**config.mk**
```make
export PLATFORM = sky130hd
export DESIGN_NAME = cg_memory_arbiter
export DESIGN_NICKNAME = d
export VERILOG_FILES = /design/src/rtl/cg_memory_arbiter.sv
export SDC_FILE = /design/constraint.sdc
export NUM_CORES = 1
export LEC_CHECK = 0
export CORE_AREA = 3 3 157 159
export DETAILED_ROUTE_END_ITERATION = 8
export DIE_AREA = 0 0 160 162
export GPL_TIMING_DRIVEN = 0
export PLACE_DENSITY = 0.54
export SYNTH_ARGS = -nofsm -noshare
export SYNTH_HDL_FRONTEND = slang
export SYNTH_SLANG_ARGS = --single-unit
```
**constraint.sdc**
```tcl
create_clock -name clk -period 1.9 [get_ports clk]
set_input_delay 0.285 -clock clk [delete_from_list [all_inputs] [get_ports clk]]
set_output_delay 0.285 -clock clk [all_outputs]
set_load 0.02 [all_outputs]
```
**src/rtl/cg_memory_arbiter.sv**
```systemverilog
// Two-master arbiter in front of one memory with independent read and write channels.
// Latency: read accept to m_rvalid is 2 cycles; writes pass through combinationally (0 cycles).
// Backpressure: m_rready low holds the 1-entry response buffer, and that master is not granted until it drains.
//
// Ports:
//   clk, rst                         clock, synchronous active-high reset
//   m_ar{valid,ready,addr}           per-master read request channel (bit/slice i = master i)
//   m_r{valid,ready,data}            per-master buffered read response
//   m_w{valid,ready,addr,data}       per-master write channel
//   mem_ar*, mem_r*, mem_w*, mem_wen memory-side channels (fixed 1-cycle read latency, rdata not held)
//   err                              sticky protocol error (rvalid without an outstanding read, or vice versa)
module cg_memory_arbiter #(
    parameter int DATA_WIDTH = 32,
    parameter int ADDR_WIDTH = 32
) (
    input  logic                    clk,
    input  logic                    rst,
    input  logic [1:0]              m_arvalid,
    output logic [1:0]              m_arready,
    input  logic [2*ADDR_WIDTH-1:0] m_araddr,
    output logic [1:0]              m_rvalid,
    input  logic [1:0]              m_rready,
    output logic [2*DATA_WIDTH-1:0] m_rdata,
    input  logic [1:0]              m_wvalid,
    output logic [1:0]              m_wready,
    input  logic [2*ADDR_WIDTH-1:0] m_waddr,
    input  logic [2*DATA_WIDTH-1:0] m_wdata,
    output logic                    mem_arvalid,
    input  logic                    mem_arready,
    output logic [ADDR_WIDTH-1:0]   mem_araddr,
    input  logic                    mem_rvalid,
    output logic                    mem_rready,
    input  logic [DATA_WIDTH-1:0]   mem_rdata,
    output logic                    mem_wen,
    output logic                    mem_wvalid,
    input  logic                    mem_wready,
    output logic [ADDR_WIDTH-1:0]   mem_waddr,
    output logic [DATA_WIDTH-1:0]   mem_wdata,
    output logic                    err
);

    logic [1:0]            buf_valid;
    logic [DATA_WIDTH-1:0] buf_data [2];
    logic                  infl_valid;
    logic                  infl_id;
    logic                  rd_ptr;
    logic                  wr_ptr;
    logic                  rst_q;       // high for the first cycle after reset releases

    logic [1:0]            rd_elig;
    logic                  rd_gnt;
    logic                  rd_fire;
    logic [1:0]            rd_hs;
    logic                  wr_gnt;
    logic                  wr_fire;

    // A master is skipped while its buffer is full or its previous read is
    // still in flight, so a stalled master never blocks the other one.
    always_comb begin
        rd_elig[0] = m_arvalid[0] & ~buf_valid[0] & ~(infl_valid & (infl_id == 1'b0));
        rd_elig[1] = m_arvalid[1] & ~buf_valid[1] & ~(infl_valid & (infl_id == 1'b1));
    end

    assign rd_gnt  = (&rd_elig) ? rd_ptr : rd_elig[1];
    // The memory registers arvalid without looking at its own ready, so only
    // an accepted request may be presented.
    assign rd_fire = (|rd_elig) & mem_arready & ~rst;

    assign mem_arvalid = rd_fire;
    assign m_arready   = rd_fire ? (rd_gnt ? 2'b10 : 2'b01) : 2'b00;
    assign mem_araddr  = rd_gnt ? m_araddr[2*ADDR_WIDTH-1:ADDR_WIDTH] : m_araddr[ADDR_WIDTH-1:0];
    assign mem_rready  = ~rst;

    assign m_rvalid = buf_valid & {2{~rst}};
    assign m_rdata  = {buf_data[1], buf_data[0]};
    assign rd_hs    = m_rvalid & m_rready;

    assign wr_gnt     = (&m_wvalid) ? wr_ptr : m_wvalid[1];
    assign mem_wvalid = (|m_wvalid) & ~rst;
    assign mem_wen    = mem_wvalid;
    assign wr_fire    = mem_wvalid & mem_wready;
    assign mem_waddr  = wr_gnt ? m_waddr[2*ADDR_WIDTH-1:ADDR_WIDTH] : m_waddr[ADDR_WIDTH-1:0];
    assign mem_wdata  = wr_gnt ? m_wdata[2*DATA_WIDTH-1:DATA_WIDTH] : m_wdata[DATA_WIDTH-1:0];

    always_comb begin
        m_wready = 2'b00;
        if (!rst) begin
            m_wready = wr_gnt ? {mem_wready, 1'b0} : {1'b0, mem_wready};
        end
    end

    always_ff @(posedge clk) begin
        if (rst) begin
            buf_valid   <= 2'b00;
            buf_data[0] <= '0;
            buf_data[1] <= '0;
            infl_valid  <= 1'b0;
            infl_id     <= 1'b0;
            rd_ptr      <= 1'b0;
            wr_ptr      <= 1'b0;
            err         <= 1'b0;
            rst_q       <= 1'b1;
        end else begin
            rst_q      <= 1'b0;
            infl_valid <= rd_fire;
            if (rd_fire) begin
                infl_id <= rd_gnt;
                rd_ptr  <= ~rd_gnt;
            end
            if (wr_fire) begin
                wr_ptr <= ~wr_gnt;
            end
            for (int i = 0; i < 2; i++) begin
                if (rd_hs[i]) begin
                    buf_valid[i] <= 1'b0;
                end
            end
            // The in-flight master's buffer is empty by construction, so the
            // capture never collides with a drain of the same entry.
            if (infl_valid) begin
                buf_valid[infl_id] <= 1'b1;
                buf_data[infl_id]  <= mem_rdata;
            end
            // A response that belonged to a read discarded by reset may still
            // arrive in the first cycle afterwards; ignore it.
            if (!rst_q && (mem_rvalid != infl_valid)) begin
                err <= 1'b1;
            end
        end
    end

endmodule

```
==> out/results.ini, run 1 <==
[worst_setup_path]
arrival_ns = 2.11
crit_type = flop to output pin
cp-start-kind = flop
reg2reg_to = buf_data[0][4]
reg2reg_depth = 2
crit_start = buf_valid[0]
rrSetupSlack_ns = 0.35
path_max_fanout = 7
worstPathRequired_ns = 1.62
r2r-start = infl_id
worstSetupEndpoint = mem_araddr[17]
setup.worst_path.end_class = output pin

[final_layout]
n_antenna_cell = 0
multi_input_area_um2 = 2120
drive_above_1_share_pct = 36.7
syn2layout_area_growth_pct = 142
final_cell_area_um2 = 9780
fillers = 2269
mostFrequentLayoutCell = clkdlybuf4s50_1
final_cell_mix = 298 x clkdlybuf4s50_1, 108 x buf_6, 96 x mux2_4
regArea_um2 = 2090
nets = 972

[power_and_ir_drop]
vdd_ir_drop_max_mv = 0.462
power_density_nw_per_um2 = 606
total_leakage_power_nw = 4.21
p_total_mw = 5.93

[global_routing]
grt_pass1_wl_um = 29100
grt_max_degree = 33
grt_pass1_vias = 4629
grt_use_total_pct = 14.9
grt_antenna_before_repair = 1
grt-ovfl-total = 0

[yosys]
yosys-top-cells-area = edfxtp_1 47%, mux2_2 19%, mux2_4 10%, and2_1 9.9%, dfxtp_1 4.0%
ys_warn_count = 0
synth-edff-count = 64
avgSynthCellArea_um2 = 14.0
ys_seq_area_share_pct = 51.4
yosys_register_bits = 72
synth_area_leader_cell = edfxtp_1
syn_nets = 524
syn_area_um2 = 4050
yosys.cell_types.count = 29
synthArstFlopShare_pct = 0
syn_inst = 289
synth_top_area_share_pct = 47.5
synthFlopType = edfxtp_1

[detailed_routing]
drt_iter0_markers = 106
wl_um = 20600
viasPerCell = 3.90
route.detailed.drc = 0
firstDrtPassIters = 4
drtAntennaViolNets = 0
wl_per_cell_um = 19.4
vias = 4139

[floorplan]
ios = 406
die_y_um = 162
die_area_um2 = 25900
die_x_um = 160
core-area_um2 = 23400
initial_core_util_pct = 17.3
row_count = 56

[timing]
fin_setup_tns_ns = -20.07
hold_viol = 0
max_freq_mhz = 418
slew_viol_final = 0
fin_ws_ns = -0.495
timing.slew.headroom_pct = 42.8
finalSetupViolations = 94
whs_ns = 0.256
grt_setup_unrepaired = true
worst_pin_slew_ns = 0.855
finalClockSkew_ns = 0.00626
min_period_ns = 2.39
final.period_utilization_pct = 126

[clock_network]
cts_root_buf = clkbuf_16
cts_buffers = 9
cts_sinks = 72
holdBufCountCts = 0
cts_tree = built
cts_buffer_depth = 2
insertion_delay_ns = 0.33
clk_pin_slew_worst_paths_ns = 0.06
htree_levels = 3

[place]
place_area_um2 = 8510
port_buffers = 405
place.gp.congestion = 0.898
dp_hpwl_um = 17000

[run_status]
outcome = complete, but fails checks
failed_checks = setup timing

[hold_path]
hold_class = input pin to flop

[job]
max_cap_viol_count = 0

[per-stage QoR]
stage / util, % / instances / worst slack [ns]
after floorplan: - / 289 / 0.0754
after global placement: 36.3 / 1013 / -1.33
final: 41.8 / 1061 / -0.495
after CTS: 41.1 / 1062 / -0.558
after detailed placement: 36.3 / 1013 / -1.31
after global routing: 41.8 / 1061 / -0.551
[how the worst min path moves through the flow]
stage / from / endpoint / slack [ns] / depth (start not counted)
5_1_grt: rst / rst_q / 0.25 / 1
3_5_place_dp: err / err / 0.46 / 1
4_1_cts: m_wvalid[1] / wr_ptr / 0.39 / 2
3_3_place_gp: err / err / 0.46 / 1
6_report: rst / rst_q / 0.26 / 1
2_1_floorplan: rst / rst_q / 0.31 / 0
[cells by family after synthesis]
| group | after synthesis | synth area share (%) |
|---|---|---|
| multiplexers | 96 | 29.3 |
| flip-flops | 72 | 51.4 |
| XOR/XNOR | 1 | 0.216 |
| AND/OR/NAND/NOR | 85 | 13.3 |
| AO/OA/AOI/OAI | 13 | 2.16 |
| buffers and inverters | 22 | 3.55 |
[where the power goes]
part	internal (mW)	total [mW]	switching, mW
Combinational	1.40	2.31	0.912
Clock	1.14	1.77	0.630
Sequential	1.81	1.85	0.0315
Total	4.35	5.93	1.57
[flip-flops by register name (all words and copies together) (netlist names)]
signal and flops:
rd_ptr 1, wr_ptr 1, infl_id 1, err 1, buf_data 64, buf_valid 2, rst_q 1, infl_valid 1
[metal layers]
metal  vias up  track usage (%)  part of all wire [%]
li1       1945                -                     -
met3        23             5.28                   7.8
met1      1957             16.4                    37
met5         -                0                 0.063
met2       212             27.6                    53
met4         2             3.31                   1.6
[critical path, stage by stage, from the launching register on]
cell,delay [ns]
dfxtp_4,0.35
or4b_4,0.55
nand4b_4,0.13
buf_12,0.16
clkbuf_16,0.15
mux2_4,0.30
buf_6,0.13
[timing repair]
item | CTS | global route
resized for setup | 689 | 81
buffers inserted | 27 | 8
endpoints found under the setup margin | 230 | 104
cloned | 8 | 2
pin swaps | 2 | 4
[final cells by class]
cell class              count  area share, %
plain buffers              13           1.48
clock buffers              10           2.34
clock inverters             6          0.857
inverters                   5          0.192
multi-input cells         195           21.6
flip-flops and latches     72           21.4
well taps                 319           4.08
repair buffers            441           48.0
[synthesized netlist by cell type (all sizes together), types with 2 or more instances]
master   n
mux2    96
and2    64
edfxtp  64
buf     11
dfxtp    8
clkbuf   6
inv      5
nand2    5
nor2     4
a21oi    3
and3     3
nor2b    3
a21o     2
a311oi   2
o21ai    2
Note: power is estimated with default switching activity, not from simulation.
==> inputs of run 2 (changes only) <==
- CORE_AREA: 3 3 157 159 -> 3 3 155 157
- DIE_AREA: 0 0 160 162 -> 0 0 158 160
- GPL_ROUTABILITY_DRIVEN: unset -> 0
- PLACE_DENSITY: 0.54 -> 0.57
- clock period: 1.9 -> 2.05 ns (I/O delays scaled with it)
==> run 2 against run 1 <==
  * The run still ends with setup timing left
  * Via count fell by 3.5%
  * First-iteration DRC count is 13% lower
  * Setup slack better by 0.12 ns
  * Combinational power shrank 10%
  * Die area fell by 2.5%
  * Utilization rose by 0.55 points
  * Global-route usage is essentially flat
  * Design area fell by 2.0%
  * Largest cell class unchanged
  * Largest power group unchanged
==> out/results.ini, run 2 (synthesis results as in run 1) <==
[run_status]
outcome = complete, but fails checks  ; unchanged
failed_checks = setup timing  ; unchanged

[clock_network]
cts_buffer_depth = 2  ; unchanged
holdBufCountCts = 0  ; unchanged
cts_tree = built  ; unchanged
cts_root_buf = clkbuf_16  ; unchanged
clk_pin_slew_worst_paths_ns = 0.06  ; about the same
htree_levels = 3  ; unchanged
cts_sinks = 72  ; unchanged
insertion_delay_ns = 0.33  ; about the same
cts_buffers = 9  ; unchanged

[floorplan]
die_area_um2 = 25300  ; was 25900 um^2
row_count = 55  ; was 56
ios = 406  ; unchanged
die_y_um = 160  ; was 162 um
initial_core_util_pct = 17.9  ; was 17.3%
core-area_um2 = 22600  ; was 23400 um^2
die_x_um = 158  ; was 160 um

[detailed_routing]
drt_iter0_markers = 92  ; was 106
wl_met2_um = 10600  ; was 11000 um
viasPerCell = 3.90  ; about the same
met3RoutedLength_um = 1530  ; was 1610 um
wl_um = 19700  ; was 20600 um
firstDrtPassIters = 4  ; unchanged
route.detailed.drc = 0  ; unchanged
highest_layer = met5  ; unchanged
drt-met1-wl_um = 7300  ; was 7650 um
wl_per_cell_um = 19.2  ; was 19.4 um
drtAntennaViolNets = 0  ; unchanged
vias = 3995  ; was 4139

[worst_setup_path]
path_max_fanout = 5  ; was 7
crit_path_cell_trace = or4b_4 > nand4b_4 > buf_12 > clkbuf_16 > mux2_4 > buf_6  ; unchanged
crit_path_max_incr_delay_ns = 0.55  ; about the same
crit_path_top_delay_cell = or4b_4  ; unchanged
worstPathRequired_ns = 1.74  ; was 1.62 ns
r2r-start = infl_valid  ; was infl_id
rrSetupSlack_ns = 0.40  ; was 0.35 ns
arrival_ns = 2.11  ; about the same
reg2reg_depth = 3  ; was 2
reg2reg_to = buf_data[1][3]  ; was buf_data[0][4]
setup.worst_path.end_class = output pin  ; unchanged
crit_type = flop to output pin  ; unchanged
cp-start-kind = flop  ; unchanged

[hold_path]
hold_end = rst_q  ; unchanged
hold_path_depth = 1  ; unchanged
hold_class = input pin to flop  ; unchanged
min_from = rst  ; unchanged

[power_and_ir_drop]
power_density_nw_per_um2 = 571  ; was 606 nW/um^2
combPwrFrac_pct = 37.9  ; was 39.0%
switching_power_mw = 1.47  ; was 1.57 mW
netSwitchingFraction_pct = 26.9  ; was 26.5%
total_leakage_power_nw = 4.12  ; was 4.21 nW
p_total_mw = 5.47  ; was 5.93 mW
vdd_ir_drop_max_mv = 0.340  ; was 0.462 mV
p_int_mw = 4.00  ; was 4.35 mW
p_clk_share_pct = 31.0  ; was 29.9%
power_frac_seq_pct = 31.1  ; about the same

[timing]
grt_setup_unrepaired = true  ; unchanged
min_period_ns = 2.42
hold_viol = 0  ; unchanged
finalClockSkew_ns = 0.00740  ; was 0.00626 ns
slew_viol_final = 0  ; unchanged
fin_ws_ns = -0.371  ; was -0.495 ns
timing.slew.headroom_pct = 43.2  ; was 42.8%
max_freq_mhz = 413
worst_pin_slew_ns = 0.849  ; was 0.855 ns
finalSetupViolations = 56  ; was 94
final.period_utilization_pct = 118

[final_layout]
top_register = buf_data  ; unchanged
final_cell_area_um2 = 9590  ; was 9780 um^2
final_cell_mix = 300 x clkdlybuf4s50_1, 102 x buf_6, 90 x mux2_4  ; was 298 x clkdlybuf4s50_1, 108 x buf_6, 96 x mux2_4
syn2layout_area_growth_pct = 137  ; was 142%
drive_above_1_share_pct = 35.7  ; was 36.7%
nets = 970  ; was 972
top_regs = buf_data (64), buf_valid (2)  ; unchanged
fillers = 2154  ; was 2269
n_antenna_cell = 0  ; unchanged
mostFrequentLayoutCell = clkdlybuf4s50_1  ; unchanged
largest_reg_flops = 64  ; unchanged

[global_routing]
grt_antenna_before_repair = 1  ; unchanged
grt-ovfl-total = 0  ; unchanged
grt_pass1_vias = 4390  ; was 4629
grt_use_total_pct = 14.8  ; was 14.9%
grt_pass1_wl_um = 28000  ; was 29100 um
grt_max_degree = 33  ; unchanged

[place]
post-place-ws_ns = -1.01  ; was -1.31 ns
place_area_um2 = 8460  ; was 8510 um^2
port_buffers = 405  ; unchanged
dp_hpwl_um = 16100  ; was 17000 um

[job]
max_cap_viol_count = 0  ; unchanged

run 2: worst max-delay path: cells and delay by family, from the launching register on:
kind,cells,cell delay [ns]
simple gates,2,0.73
buf+inv,3,0.43
flops,1,0.32
mux,1,0.30
run 2: layout make-up:
type | instances | area (um^2) | share of cell area (%)
timing repair buffer | 437 | 4560 | 47.5
sequential | 72 | 2090 | 21.8
multi-input combinational | 195 | 2080 | 21.7
tap | 285 | 357 | 3.72
clock buffer | 10 | 229 | 2.39
buffer | 15 | 160 | 1.67
clock inverter | 6 | 92.6 | 0.966
inverter | 5 | 18.8 | 0.196
run 2: power groups by stage:
| stage | Sequential [mW] | Combinational [mW] | Clock (mW) |
|---|---|---|---|
| after global placement | 1.74 | 1.80 | 0 |
| final | 1.70 | 2.07 | 1.70 |
| after global routing | 1.71 | 2.17 | 1.81 |
| after detailed placement | 1.74 | 1.79 | 0 |
| after floorplan | 1.83 | 0.643 | 0 |
| after CTS | 1.71 | 1.95 | 1.74 |
run 2: layer usage:
metal,vias to the layer above,GRT usage (%)
li1,1940,-
met1,1842,16.5
met2,197,27.5
met3,14,4.61
met4,2,3.29
met5,-,0
run 2: timing repair:
action / 4_1_cts / 5_1_grt
setup buffers: 18 / 10
resized for setup: 595 / 138
cloned: 5 / 4
hold endpoints to repair: 0 / 0
pin swaps: 1 / 1
endpoints found under the setup margin: 208 / 95
run 2: worst max-delay path by stage:
stage	start	end	slack, ns	cells past startpoint
global route	rd_ptr	mem_araddr[17]	-0.41	6
detailed placement	m_wvalid[0]	mem_wdata[6]	-1.01	7
floorplan	rd_ptr	mem_araddr[10]	0.20	4
global placement	m_wvalid[0]	mem_waddr[27]	-1.02	7
finish	rd_ptr	mem_araddr[16]	-0.37	6
CTS	rd_ptr	mem_araddr[15]	-0.39	6
run 2: through the flow:
| stage | instances | hold slack (ns) | setup TNS, ns | utilization (%) |
|---|---|---|---|---|
| after floorplan | 289 | 0.335 | 0 | - |
| after global placement | 979 | 0.451 | -162.39 | 37.4 |
| after detailed placement | 979 | 0.462 | -134.24 | 37.4 |
| after CTS | 1018 | 0.396 | -10.87 | 40.5 |
| after global routing | 1025 | 0.305 | -13.89 | 42.3 |
| final | 1025 | 0.295 | -10.05 | 42.3 |
